--- src/rtl/loader_pkg.sv ---
// -----------------------------------------------------------------------------
// loader_pkg
// Shared types and constants for the Hack program loader.
//   loader_state_t    : FSM state encoding for program_loader
//   SYNC_BYTE_DEFAULT : default frame start marker
//   CHK_W             : width of the running frame checksum
// -----------------------------------------------------------------------------
package loader_pkg;

    localparam logic [7:0] SYNC_BYTE_DEFAULT = 8'hA5;
    localparam int         CHK_W             = 8;

    typedef enum logic [3:0] {
        ST_IDLE   = 4'd0,
        ST_SYNC   = 4'd1,
        ST_LEN_HI = 4'd2,
        ST_LEN_LO = 4'd3,
        ST_D_HI   = 4'd4,
        ST_D_LO   = 4'd5,
        ST_WRITE  = 4'd6,
        ST_CHK    = 4'd7,
        ST_DONE   = 4'd8,
        ST_ERROR  = 4'd9
    } loader_state_t;

endpackage

--- src/rtl/program_loader.sv ---
// -----------------------------------------------------------------------------
// program_loader
// Parses a framed byte stream (SYNC, LEN_HI, LEN_LO, N big-endian words, CHK)
// and writes the words into the instruction ROM write port. The CPU is held in
// reset through cpu_hold while loading and after any framing/checksum error.
//
// Ports:
//   clk_in    in  : single clock, rising edge
//   reset     in  : synchronous active-high reset
//   start     in  : arms the loader (only honoured in IDLE/DONE/ERROR)
//   rx_data   in  : incoming byte
//   rx_valid  in  : rx_data valid
//   rx_ready  out : loader accepts a byte this cycle (registered state decode)
//   rom_addr  out : ROM write address
//   rom_data  out : ROM write data
//   rom_we    out : one-cycle ROM write strobe
//   cpu_hold  out : keep CPU in reset
//   busy      out : frame in progress
//   done      out : sticky success flag
//   error     out : sticky failure flag
// -----------------------------------------------------------------------------
module program_loader
    import loader_pkg::*;
#(
    parameter int         ADDR_W    = 15,
    parameter logic [7:0] SYNC_BYTE = SYNC_BYTE_DEFAULT
) (
    input  logic              clk_in,
    input  logic              reset,
    input  logic              start,
    input  logic [7:0]        rx_data,
    input  logic              rx_valid,
    output logic              rx_ready,
    output logic [ADDR_W-1:0] rom_addr,
    output logic [15:0]       rom_data,
    output logic              rom_we,
    output logic              cpu_hold,
    output logic              busy,
    output logic              done,
    output logic              error
);

    // Compare width wide enough for both the 16-bit length and the
    // ADDR_W+1-bit address counter, so 2^ADDR_W is representable.
    localparam int CMP_W = ((ADDR_W + 1) > 16) ? (ADDR_W + 1) : 16;

    loader_state_t     r_state;
    logic [ADDR_W:0]   r_addr;
    logic [15:0]       r_len;
    logic [7:0]        r_hi;
    logic [CHK_W-1:0]  r_chk;

    logic              r_rx_ready;
    logic [ADDR_W-1:0] r_rom_addr;
    logic [15:0]       r_rom_data;
    logic              r_rom_we;
    logic              r_cpu_hold;
    logic              r_busy;
    logic              r_done;
    logic              r_error;

    logic              w_accept;
    logic [CHK_W-1:0]  w_chk_sum;
    logic [15:0]       w_len_full;
    logic [CMP_W-1:0]  w_len_ext;
    logic [CMP_W-1:0]  w_max_len;
    logic              w_len_bad;
    logic              w_last_word;

    assign w_accept    = rx_valid & r_rx_ready;
    assign w_chk_sum   = r_chk + rx_data;
    assign w_len_full  = {r_len[15:8], rx_data};
    assign w_len_ext   = CMP_W'(w_len_full);
    assign w_max_len   = CMP_W'(1) << ADDR_W;
    assign w_len_bad   = (w_len_full == 16'd0) || (w_len_ext > w_max_len);
    // Index just written equals N-1  <=>  index+1 equals N.
    assign w_last_word = (CMP_W'(r_addr) + CMP_W'(1)) == CMP_W'(r_len);

    // Loader FSM with datapath registers; outputs are registered decodes of
    // the state being entered.
    always_ff @(posedge clk_in) begin
        if (reset) begin
            r_state    <= ST_IDLE;
            r_addr     <= '0;
            r_len      <= 16'd0;
            r_hi       <= 8'd0;
            r_chk      <= '0;
            r_rx_ready <= 1'b0;
            r_rom_addr <= '0;
            r_rom_data <= 16'd0;
            r_rom_we   <= 1'b0;
            r_cpu_hold <= 1'b0;
            r_busy     <= 1'b0;
            r_done     <= 1'b0;
            r_error    <= 1'b0;
        end else begin
            r_rom_we <= 1'b0;
            case (r_state)
                ST_IDLE, ST_DONE, ST_ERROR: begin
                    if (start) begin
                        r_state    <= ST_SYNC;
                        r_addr     <= '0;
                        r_chk      <= '0;
                        r_rx_ready <= 1'b1;
                        r_cpu_hold <= 1'b1;
                        r_busy     <= 1'b1;
                        r_done     <= 1'b0;
                        r_error    <= 1'b0;
                    end
                end
                ST_SYNC: begin
                    // Anything other than the marker is silently dropped.
                    if (w_accept && (rx_data == SYNC_BYTE)) begin
                        r_state <= ST_LEN_HI;
                    end
                end
                ST_LEN_HI: begin
                    if (w_accept) begin
                        r_len[15:8] <= rx_data;
                        r_chk       <= w_chk_sum;
                        r_state     <= ST_LEN_LO;
                    end
                end
                ST_LEN_LO: begin
                    if (w_accept) begin
                        r_len[7:0] <= rx_data;
                        r_chk      <= w_chk_sum;
                        if (w_len_bad) begin
                            r_state    <= ST_ERROR;
                            r_rx_ready <= 1'b0;
                            r_busy     <= 1'b0;
                            r_error    <= 1'b1;
                        end else begin
                            r_state <= ST_D_HI;
                        end
                    end
                end
                ST_D_HI: begin
                    if (w_accept) begin
                        r_hi    <= rx_data;
                        r_chk   <= w_chk_sum;
                        r_state <= ST_D_LO;
                    end
                end
                ST_D_LO: begin
                    // Launch the write strobe as we enter WRITE; input stalls.
                    if (w_accept) begin
                        r_chk      <= w_chk_sum;
                        r_rom_we   <= 1'b1;
                        r_rom_addr <= r_addr[ADDR_W-1:0];
                        r_rom_data <= {r_hi, rx_data};
                        r_rx_ready <= 1'b0;
                        r_state    <= ST_WRITE;
                    end
                end
                ST_WRITE: begin
                    r_addr     <= r_addr + 1'b1;
                    r_rx_ready <= 1'b1;
                    r_state    <= w_last_word ? ST_CHK : ST_D_HI;
                end
                ST_CHK: begin
                    if (w_accept) begin
                        r_rx_ready <= 1'b0;
                        r_busy     <= 1'b0;
                        if (rx_data == r_chk) begin
                            r_state    <= ST_DONE;
                            r_done     <= 1'b1;
                            r_cpu_hold <= 1'b0;
                        end else begin
                            r_state <= ST_ERROR;
                            r_error <= 1'b1;
                        end
                    end
                end
                default: begin
                    // Unreachable encoding: fail safe with the CPU held.
                    r_state    <= ST_ERROR;
                    r_rx_ready <= 1'b0;
                    r_busy     <= 1'b0;
                    r_cpu_hold <= 1'b1;
                    r_error    <= 1'b1;
                end
            endcase
        end
    end

    assign rx_ready = r_rx_ready;
    assign rom_addr = r_rom_addr;
    assign rom_data = r_rom_data;
    assign rom_we   = r_rom_we;
    assign cpu_hold = r_cpu_hold;
    assign busy     = r_busy;
    assign done     = r_done;
    assign error    = r_error;

endmodule

--- config.mk ---
export PLATFORM = sky130hd
export DESIGN_NAME = program_loader
export DESIGN_NICKNAME = d
export VERILOG_FILES = /design/src/rtl/loader_pkg.sv /design/src/rtl/program_loader.sv
export SDC_FILE = /design/constraint.sdc
export NUM_CORES = 1
export LEC_CHECK = 0
export CELL_PAD_IN_SITES_DETAIL_PLACEMENT = 0
export CELL_PAD_IN_SITES_GLOBAL_PLACEMENT = 1
export CORE_MARGIN = 3
export CORE_UTILIZATION = 45
export CTS_CLUSTER_SIZE = 14
export DETAILED_ROUTE_END_ITERATION = 10
export DONT_BUFFER_PORTS = 1
export PLACE_DENSITY_LB_ADDON = 0.1
export SLEW_MARGIN = 20
export SYNTH_ARGS = -nofsm -noshare
export SYNTH_HDL_FRONTEND = slang
export SYNTH_SLANG_ARGS = --single-unit
--- constraint.sdc ---
create_clock -name clk_in -period 3.5 [get_ports clk_in]
set_input_delay 0.7 -clock clk_in [delete_from_list [all_inputs] [get_ports clk_in]]
set_output_delay 0.7 -clock clk_in [all_outputs]
set_load 0.03 [all_outputs]
==> results of run 1 <==
## flip-flops by register name, summed over array words and instances (netlist names)
signal	flops
busy	1
cpu_hold	1
done	1
error	1
r_addr	16
r_chk	8
r_hi	8
r_len	16
r_state	4
rom_addr	15
rom_data	16
rom_we	1
rx_ready	1
## power by group
group / total [W] / leakage [nW] / internal, W / switching (W)
combinational: 0.000348 / 0.854 / 0.000129 / 0.000219
clock: 0.000700 / 0.0915 / 0.000277 / 0.000423
sequential: 0.00113 / 0.718 / 0.00105 / 0.0000877
## metal layers
metal | GRT usage | wire length, um
met3 | 0.0537 | 518
met5 | 0 | 0
met1 | 0.274 | 5410
met4 | 0.0469 | 96
met2 | 0.352 | 5400
## kinds of logic after synthesis
| group | Yosys count | synth area share |
|---|---|---|
| multiplexers | 26 | 0.0591 |
| AO/OA/AOI/OAI | 121 | 0.167 |
| AND/OR/NAND/NOR | 233 | 0.244 |
| flip-flops | 89 | 0.403 |
| buffers and inverters | 46 | 0.0472 |
| XOR/XNOR | 27 | 0.0534 |
| adder cells (fa/ha/maj) | 9 | 0.0272 |
## cell usage after synthesis, drive strengths merged, types with 2 or more instances
master	count	area, um2
nand2b	2	12.5
a311oi	5	43.8
inv	5	18.8
clkbuf	27	103
and2	2	12.5
or4	3	22.5
and3	6	42.5
nand3	16	85.1
nor3	21	126
mux2i	25	250
xor2	11	96.3
a31oi	8	50.1
ha	8	100
a21o	3	22.5
nand2	85	319
buf	14	87.6
o21a	3	22.5
nor2	72	270
nand4	4	25.0
a22oi	7	57.6
a211oi	3	32.5
nor3b	2	15.0
dfxtp	89	1780
or2	2	12.5
o21ai	25	125
or3	2	12.5
nor4	8	56.3
nor2b	4	25.0
a21oi	56	280
o21bai	2	15.0
xnor2	16	140
## layout make-up
cell class                      count  area, um2
Fill cell                         939       4800
Multi-Input combinational cell    416       2440
Sequential cell                    89       1780
Tap cell                          129        161
Clock buffer                        9        124
Clock inverter                      7       68.8
Timing Repair Buffer                3       22.5
Inverter                            5       18.8
## path summary, 6_finish.rpt
kind,start,end,slack [ns]
min,reset,rom_data[8]$_SDFFE_PP0P_,0.39
max reg2reg,r_addr[0]$_SDFFE_PP0P_,r_state[1]$_SDFFE_PP0P_,0.96
min reg2reg,r_hi[2]$_SDFFE_PP0P_,rom_data[10]$_SDFFE_PP0P_,0.45
max,r_addr[0]$_SDFFE_PP0P_,r_state[1]$_SDFFE_PP0P_,0.96
## metrics by stage
step | setup slack, ns | hold WS, ns | utilization | power [W]
2_1_floorplan | 1.24 | 0.432 | - | 0.00143
3_3_place_gp | 1.10 | 0.435 | 0.470 | 0.00150
3_5_place_dp | 1.02 | 0.444 | 0.470 | 0.00150
4_1_cts | 0.978 | 0.371 | 0.490 | 0.00221
5_1_grt | 0.798 | 0.357 | 0.490 | 0.00229
6_report | 0.959 | 0.387 | 0.490 | 0.00218
==> key figures, run 1 <==
Outcome
  – Status: completed

Worst setup path
  – Slowest cell on the critical path: dfxtp_1
  – Worst-path cell chain: ha_1, nand3_1, or2_2, mux2i_1, mux2i_1, o21ai_1, o41a_1, a211oi_2
  – CP Class: reg -> reg
  – Most frequent CP cell: mux2i_1
  – Critical Path RT: between 3 and 4 ns
  – Crit end category: flop
  – CP delay by family, top: compound AO/OA/AOI/OAI gates
  – Crit path buf inv count: 0
  – Crit. path cell count: 8
  – Startpoint Class: flop
  – Cells on worst reg2reg path: 8
  – Data arrival, critical path: ~2.8 ns
  – CP max FO: 7
  – CP max stage delay: around 0.48 ns

Min path
  – Hold Path Class: in -> reg
  – Hold depth: 1

STA
  – Clock period minus final worst setup slack: 2.54 ns
  – Max-Slew Margin vs Limit: 0.420
  – Unrepaired setup endpoints after global routing: false
  – Final hold vios: 0
  – Measured slew at the worst slew-check pin: slightly below 0.9 ns
  – # setup viols final: 0
  – Fmax achieved: between 300 and 400 MHz
  – Clk_skew: around 0.018 ns
  – Fin crit share: 0.726
  – Setup Total Neg Slack: 0 ns
  – Slew Viols, Final: 0

Clocking
  – Worst-Skew Late Latency: 0.37 ns
  – Postcts setup bufs: 0
  – PostCTS Resize Cnt: 0
  – CTS sink count: a little under 90
  – CTS tree: done
  – Num CTS Buffers: 9
  – CTS root buf: clkbuf_8
  – Max clock buf depth: 2
  – Reg clk slew, reported paths: ~0.11 ns
  – Hold-fix buffers, CTS: 0
  – H-tree depth: 3

Final layout
  – Fin area: about 0.0046 mm2
  – Most common cell after layout, fill and taps aside: dfxtp_1
  – # diodes: 0
  – Layout cells sized above 1: 0.0662
  – Nets@finish: approximately 550
  – Fin cells: roughly 660
  – Most frequent cells in the layout: dfxtp_1, nand2_1, nor2_1
  – Area growth, synth to finish: 4.38%

Global route
  – Total grt overflow: 0
  – Total GRT Usage: 0.211
  – Initial antenna violation count: 0
  – First-pass GRT wire length: roughly 19000 um
  – Largest net degree at the start of global routing: a little over 90
  – Vias in the first global route: approximately 3500

Synth
  – Ys flop type: dfxtp_1
  – Post-Synthesis Cells: between 500 and 600
  – Post-Syn Nets: around 570
  – Syn Area/Cell: about 8.0 um2
  – Ys async rst share: 0
  – Post-synthesis sequential area ratio: 0.403
  – Yosys warns: 0
  – Synthesized cell area: ~0.0044 mm2
  – #FFs+latches synth: slightly below 90
  – Netlist cell types: 57
  – EDFF count, synth: 0

Floorplanning
  – Initial Utilization: 0.470
  – Core Rows: 35
  – Die width: roughly 110 um
  – Die H: 105 um
  – Die area: 0.0111 mm2
  – CORE AREA: 0.00942 mm2
  – Boundary pin count: slightly below 50

Routing
  – Vias/cell: between 5 and 6
  – Final ANT Viol Nets: 0
  – DRC: 0
  – First drt pass iteration count: 4
  – Drt total wl: 11400 um
  – Iter 0 DRT Violations: approximately 220
  – Routed len/inst: around 17 um
  – Vias: 3698

Pwr
  – Total power per unit cell area: between 400 and 500 mW/mm2
  – Worst IR drop on VDD: about 0.32 mV
  – Leak: roughly 1.7 nW

Place
  – # placed instances: around 640
  – PortBufs: 0
  – Placer congestion estimate: about 0.9
  – DPL Wire Length: ~7600 um
  – Placed Area: 0.00442 mm2

Run
  – Max-Cap Viols: 0
Power figures use the tool's default switching activity.
==> run 2: changes to the inputs <==
- clock period: 3.5 -> 2.4 ns (I/O delays scaled with it)
==> key figures, run 2 (synthesis results as in run 1) <==
Outcome
  – Status: completed

Routing
  – Routed len/inst: 17.0 um (-2.3%)
  – First drt pass iteration count: 5 (+1)
  – Drt total wl: 11600 um (+1.5%)
  – DRC: 0 (unchanged)
  – Vias/cell: 5.51 (-2.0%)
  – Iter 0 DRT Violations: 246 (+14%)
  – Final ANT Viol Nets: 0 (unchanged)
  – Vias: 3767 (+1.9%)

Worst setup path
  – Slowest cell on the critical path: or4_4
  – CP max FO: 5 (-2)
  – Startpoint Class: flop
  – Worst-path cell chain: nand3_2, or4_4, nor2_2, xnor2_1, nand4_1, o41a_1, a211oi_2
  – Crit end category: flop
  – Data arrival, critical path: 2.57 ns (-0.26 ns)
  – CP Class: reg -> reg
  – Reg-to-reg slack, setup: 0.13 ns (-0.83 ns)
  – CP max stage delay: 0.58 ns (+0.10 ns)
  – Critical Path RT: 2.69 ns (-1.10 ns)

Place
  – PortBufs: 0 (unchanged)
  – Placed Area: 0.00463 mm2 (+4.7%)
  – Placer congestion estimate: 0.885 (-2.7%)
  – DPL Wire Length: 8030 um (+5.2%)

Pwr
  – Sequential Power Share: 0.491 (-0.029)
  – Total power per unit cell area: 668 mW/mm2 (+41%)
  – Final Total Pwr: 0.00324 W (+48%)
  – Clk pwr share: 0.317 (-0.004)
  – Switching pwr: 0.00108 W (+47%)
  – Combinational power share: 0.192 (+0.032)
  – Worst IR drop on VDD: 0.622 mV (+96%)
  – Leak: 1.81 nW (+8.6%)
  – Sw frac: 0.332 (-0.00217)
  – Pint: 0.00216 W (+49%)

Clocking
  – Num CTS Buffers: 9 (unchanged)
  – CTS tree: done
  – Worst-Skew Late Latency: 0.37 ns (about the same)
  – Reg clk slew, reported paths: 0.11 ns (about the same)
  – Postcts setup bufs: 0 (unchanged)
  – CTS root buf: clkbuf_8
  – H-tree depth: 3 (unchanged)
  – CTS sink count: 89 (unchanged)
  – Max clock buf depth: 2 (unchanged)

STA
  – Measured slew at the worst slew-check pin: 0.551 ns (-0.315 ns)
  – Clk_skew: 0.0117 ns (-0.00650 ns)
  – Slew Viols, Final: 0 (unchanged)
  – # setup viols final: 0 (unchanged)
  – Unrepaired setup endpoints after global routing: false
  – Fmax achieved: 440 MHz (+12%)
  – Setup Total Neg Slack: 0 ns (unchanged)
  – Final hold vios: 0 (unchanged)
  – Max-Slew Margin vs Limit: 0.632 (+0.212)
  – Clock period minus final worst setup slack: 2.27 ns (-0.268 ns)
  – Fin crit share: 0.947 (+0.221)

Final layout
  – Most frequent cells in the layout: nand2_1, dfxtp_1, nor2_1
  – Layout cells sized above 1: 0.126 (+0.0600)
  – # diodes: 0 (unchanged)
  – Fin area: 0.00485 mm2 (+5.0%)
  – Area growth, synth to finish: 9.56%
  – Nets@finish: 571 (+4.8%)
  – Core Util, Final: 0.515 (+0.0243)
  – Most common cell after layout, fill and taps aside: nand2_1

Floorplanning
  – Initial Utilization: 0.470 (unchanged)
  – CORE AREA: 0.00942 mm2 (unchanged)
  – Die width: 105 um (unchanged)
  – Die area: 0.0111 mm2 (unchanged)
  – Core Rows: 35 (unchanged)
  – Boundary pin count: 49 (unchanged)
  – Die H: 105 um (unchanged)

Global route
  – First-pass GRT wire length: 18500 um (-0.63%)
  – Total grt overflow: 0 (unchanged)
  – Total GRT Usage: 0.209 (-0.00162)
  – Largest net degree at the start of global routing: 91 (unchanged)
  – Initial antenna violation count: 0 (unchanged)
  – Vias in the first global route: 3469 (-2.1%)

Run
  – Max-Cap Viols: 0 (unchanged)

Min path
  – Hold Path Class: in -> reg
==> run 2: layout make-up <==
class                      count  area, um2
fill                         910       4570
multi-input combinational    416       2450
sequential                    89       1790
timing repair buffer          29        230
tap                          129        161
clock buffer                   9        124
clock inverter                 7       70.1
inverter                       5       18.8
==> run 2: per-layer routing <==
layer,vias to the layer above,part of all wire,GRT usage
li1,1920,-,-
met1,1748,0.48,0.286
met2,90,0.47,0.341
met3,9,0.047,0.0476
met4,0,0.0054,0.0384
met5,-,0,0
==> run 2: repair_timing <==
| action | in CTS | in global routing |
|---|---|---|
| endpoints found under the setup margin | 0 | 2 |
| hold buffers | 0 | 0 |
| gates resized for setup | 0 | 10 |
==> run 2: path summary, 6_finish.rpt <==
kind / depth (start not counted) / from / endpoint
min reg2reg: 2 / r_hi[0]$_SDFFE_PP0P_ / rom_data[8]$_SDFFE_PP0P_
max reg2reg: 7 / r_addr[1]$_SDFFE_PP0P_ / r_state[1]$_SDFFE_PP0P_
min: 1 / reset / rom_addr[0]$_SDFFE_PP0P_
max: 7 / r_addr[1]$_SDFFE_PP0P_ / r_state[1]$_SDFFE_PP0P_
==> run 2: worst max-delay path: cells and delay by family, from the launching register on <==
kind	cells	cell delay, ns
flip-flops	1	0.38
AND/OR/NAND/NOR	4	0.97
AO/OA/AOI/OAI	2	0.72
XOR/XNOR	1	0.14
==> run 2: through the flow <==
stage               setup slack (ns)  hold WS (ns)  cells
global route                 0.00770         0.136    684
floorplan                      0.161         0.432    551
global placement               0.194         0.437    668
CTS                           0.0306         0.156    684
detailed placement            0.0641         0.440    668
finish                         0.128         0.164    684
==> run 2: power groups by stage <==
stage	Sequential, W	Clock, W	Combinational, W
global route	0.00160	0.00112	0.000695
global placement	0.00162	0	0.000613
finish	0.00159	0.00103	0.000621
detailed placement	0.00162	0	0.000621
CTS	0.00159	0.00106	0.000623
floorplan	0.00163	0	0.000464
==> run 3: changes to the inputs <==
- CTS_BUF_LIST: default -> sky130_fd_sc_hd__clkbuf_8
- RECOVER_POWER: default -> 50
==> key figures, run 3 (synthesis results as in run 1) <==
Global route
  – First-pass GRT wire length: 18500 um (unchanged)
  – Total grt overflow: 0 (unchanged)
  – M1 GR Usage: 0.286 (unchanged)
  – Met2 GRT Util: 0.341 (unchanged)
  – Initial antenna violation count: 0 (unchanged)
  – M3 GR Usage: 0.0476 (unchanged)
  – Largest net degree at the start of global routing: 91 (unchanged)
  – Total GRT Usage: 0.209 (unchanged)
  – Most used routing layer: met2
  – Vias in the first global route: 3469 (unchanged)

Final layout
  – Most frequent cells in the layout: nand2_1, dfxtp_1, nor2_1
  – Area growth, synth to finish: 9.16%
  – Nets@finish: 571 (unchanged)
  – Fillers: 913 (+0.33%)
  – # diodes: 0 (unchanged)
  – Multi-input logic area: 0.00245 mm2 (-0.20%)
  – Fin area: 0.00483 mm2 (-0.36%)
  – Core Util, Final: 0.513 (-0.00186)
  – Storage cell area: 0.00179 mm2 (unchanged)
  – Layout cells sized above 1: 0.121 (-0.00541)
  – Most common cell after layout, fill and taps aside: nand2_1

Place
  – Placer congestion estimate: 0.885 (unchanged)
  – DPL Wire Length: 8030 um (unchanged)
  – Placed Area: 0.00463 mm2 (unchanged)
  – PortBufs: 0 (unchanged)

Clocking
  – Max clock buf depth: 2 (unchanged)
  – CTS sink count: 89 (unchanged)
  – Postcts setup bufs: 0 (unchanged)
  – Worst-Skew Late Latency: 0.36 ns (about the same)
  – Num CTS Buffers: 9 (unchanged)
  – Reg clk slew, reported paths: 0.10 ns (about the same)
  – CTS root buf: clkbuf_8
  – H-tree depth: 3 (unchanged)
  – CTS tree: done

STA
  – # setup viols final: 0 (unchanged)
  – Max-Slew Margin vs Limit: 0.553 (-0.0793)
  – Fin crit share: 0.948 (+0.00162)
  – Setup Total Neg Slack: 0 ns (unchanged)
  – Measured slew at the worst slew-check pin: 0.671 ns (+0.120 ns)
  – Hold Slack: 0.170 ns (+0.00557 ns)
  – Fmax achieved: 439 MHz (-0.17%)
  – Clk_skew: 0.0121 ns (+0.000414 ns)
  – Clock period minus final worst setup slack: 2.28 ns (+0.00390 ns)
  – Unrepaired setup endpoints after global routing: false
  – Slew Viols, Final: 0 (unchanged)
  – Final hold vios: 0 (unchanged)

Floorplanning
  – Die H: 105 um (unchanged)
  – CORE AREA: 0.00942 mm2 (unchanged)
  – Die area: 0.0111 mm2 (unchanged)
  – Initial Utilization: 0.470 (unchanged)
  – Core Rows: 35 (unchanged)
  – Die width: 105 um (unchanged)
  – Boundary pin count: 49 (unchanged)

Outcome
  – Status: completed

Run
  – Max-Cap Viols: 0 (unchanged)

Routing
  – Final ANT Viol Nets: 0 (unchanged)
  – First drt pass iteration count: 4 (-1)
  – Vias: 3777 (+0.27%)
  – Drt total wl: 11600 um (about the same)
  – Iter 0 DRT Violations: 198 (-20%)
  – Vias/cell: 5.52 (+0.27%)
  – Routed len/inst: 17.0 um (about the same)
  – DRC: 0 (unchanged)

Worst setup path
  – CP max FO: 5 (unchanged)
  – Data arrival, critical path: 2.57 ns (about the same)
  – Startpoint Class: flop
  – Critical Path RT: 2.69 ns (about the same)
  – CP Class: reg -> reg
  – Crit end category: flop

Pwr
  – Total power per unit cell area: 668 mW/mm2 (about the same)
  – Worst IR drop on VDD: 0.620 mV (-0.31%)
  – Leak: 1.80 nW (-0.51%)

Min path
  – Hold Path Class: in -> reg
## run 3: changes by cell type in the layout (fill, tap and decap cells not counted)
cell      before  now
buf_4         28   24
nor3_2         2    1
clkbuf_1       0    2
nor3_1        18   19
clkbuf_2       0    2
## run 3: area by class of cell
cell class,instances,area share
Inverter,5,0.00389
Tap cell,129,0.0334
Sequential cell,89,0.370
Multi-Input combinational cell,416,0.507
Clock buffer,9,0.0256
Timing Repair Buffer,29,0.0451
Clock inverter,7,0.0145
## run 3: worst paths after layout
kind	start	to	slack (ns)	cells past startpoint
worst max-delay path	r_addr[1]$_SDFFE_PP0P_	r_state[1]$_SDFFE_PP0P_	0.12	7
worst min register to register	r_hi[7]$_SDFFE_PP0P_	rom_data[15]$_SDFFE_PP0P_	0.45	2
worst max register to register	r_addr[1]$_SDFFE_PP0P_	r_state[1]$_SDFFE_PP0P_	0.12	7
worst min-delay path	reset	rom_addr[0]$_SDFFE_PP0P_	0.17	1
## run 3: worst max-delay path, cell delays in order (launching register included)
cell      delay, ns
dfxtp_2        0.39
nand3_2        0.15
or4_4          0.58
nor2_2         0.12
xnor2_1        0.14
nand4_1        0.12
o41a_1         0.49
a211oi_2       0.23
## run 3: timing repair
action / 4_1_cts / 5_1_grt
gates resized for setup: 0 / 10
hold buffers: 0 / 0
endpoints found under the setup margin: 0 / 2
## run 3: power breakdown
part,switching [W],internal [W],total (W)
registers,0.0000629,0.00153,0.00159
logic,0.000393,0.000219,0.000612
clock network,0.000618,0.000406,0.00102
total,0.00107,0.00215,0.00322
## run 3: layer usage
| layer | share of wire | up-vias |
|---|---|---|
| met3 | 0.050 | 8 |
| li1 | - | 1917 |
| met4 | 0.0062 | 0 |
| met2 | 0.47 | 91 |
| met1 | 0.47 | 1761 |
| met5 | 0 | - |
## run 3: through the flow
stage / worst slack (ns) / total power [W] / std cells
4_1_cts: 0.0306 / 0.00327 / 684
3_5_place_dp: 0.0641 / 0.00224 / 668
2_1_floorplan: 0.161 / 0.00209 / 551
5_1_grt: 0.00770 / 0.00339 / 684
3_3_place_gp: 0.194 / 0.00224 / 668
6_report: 0.124 / 0.00322 / 684
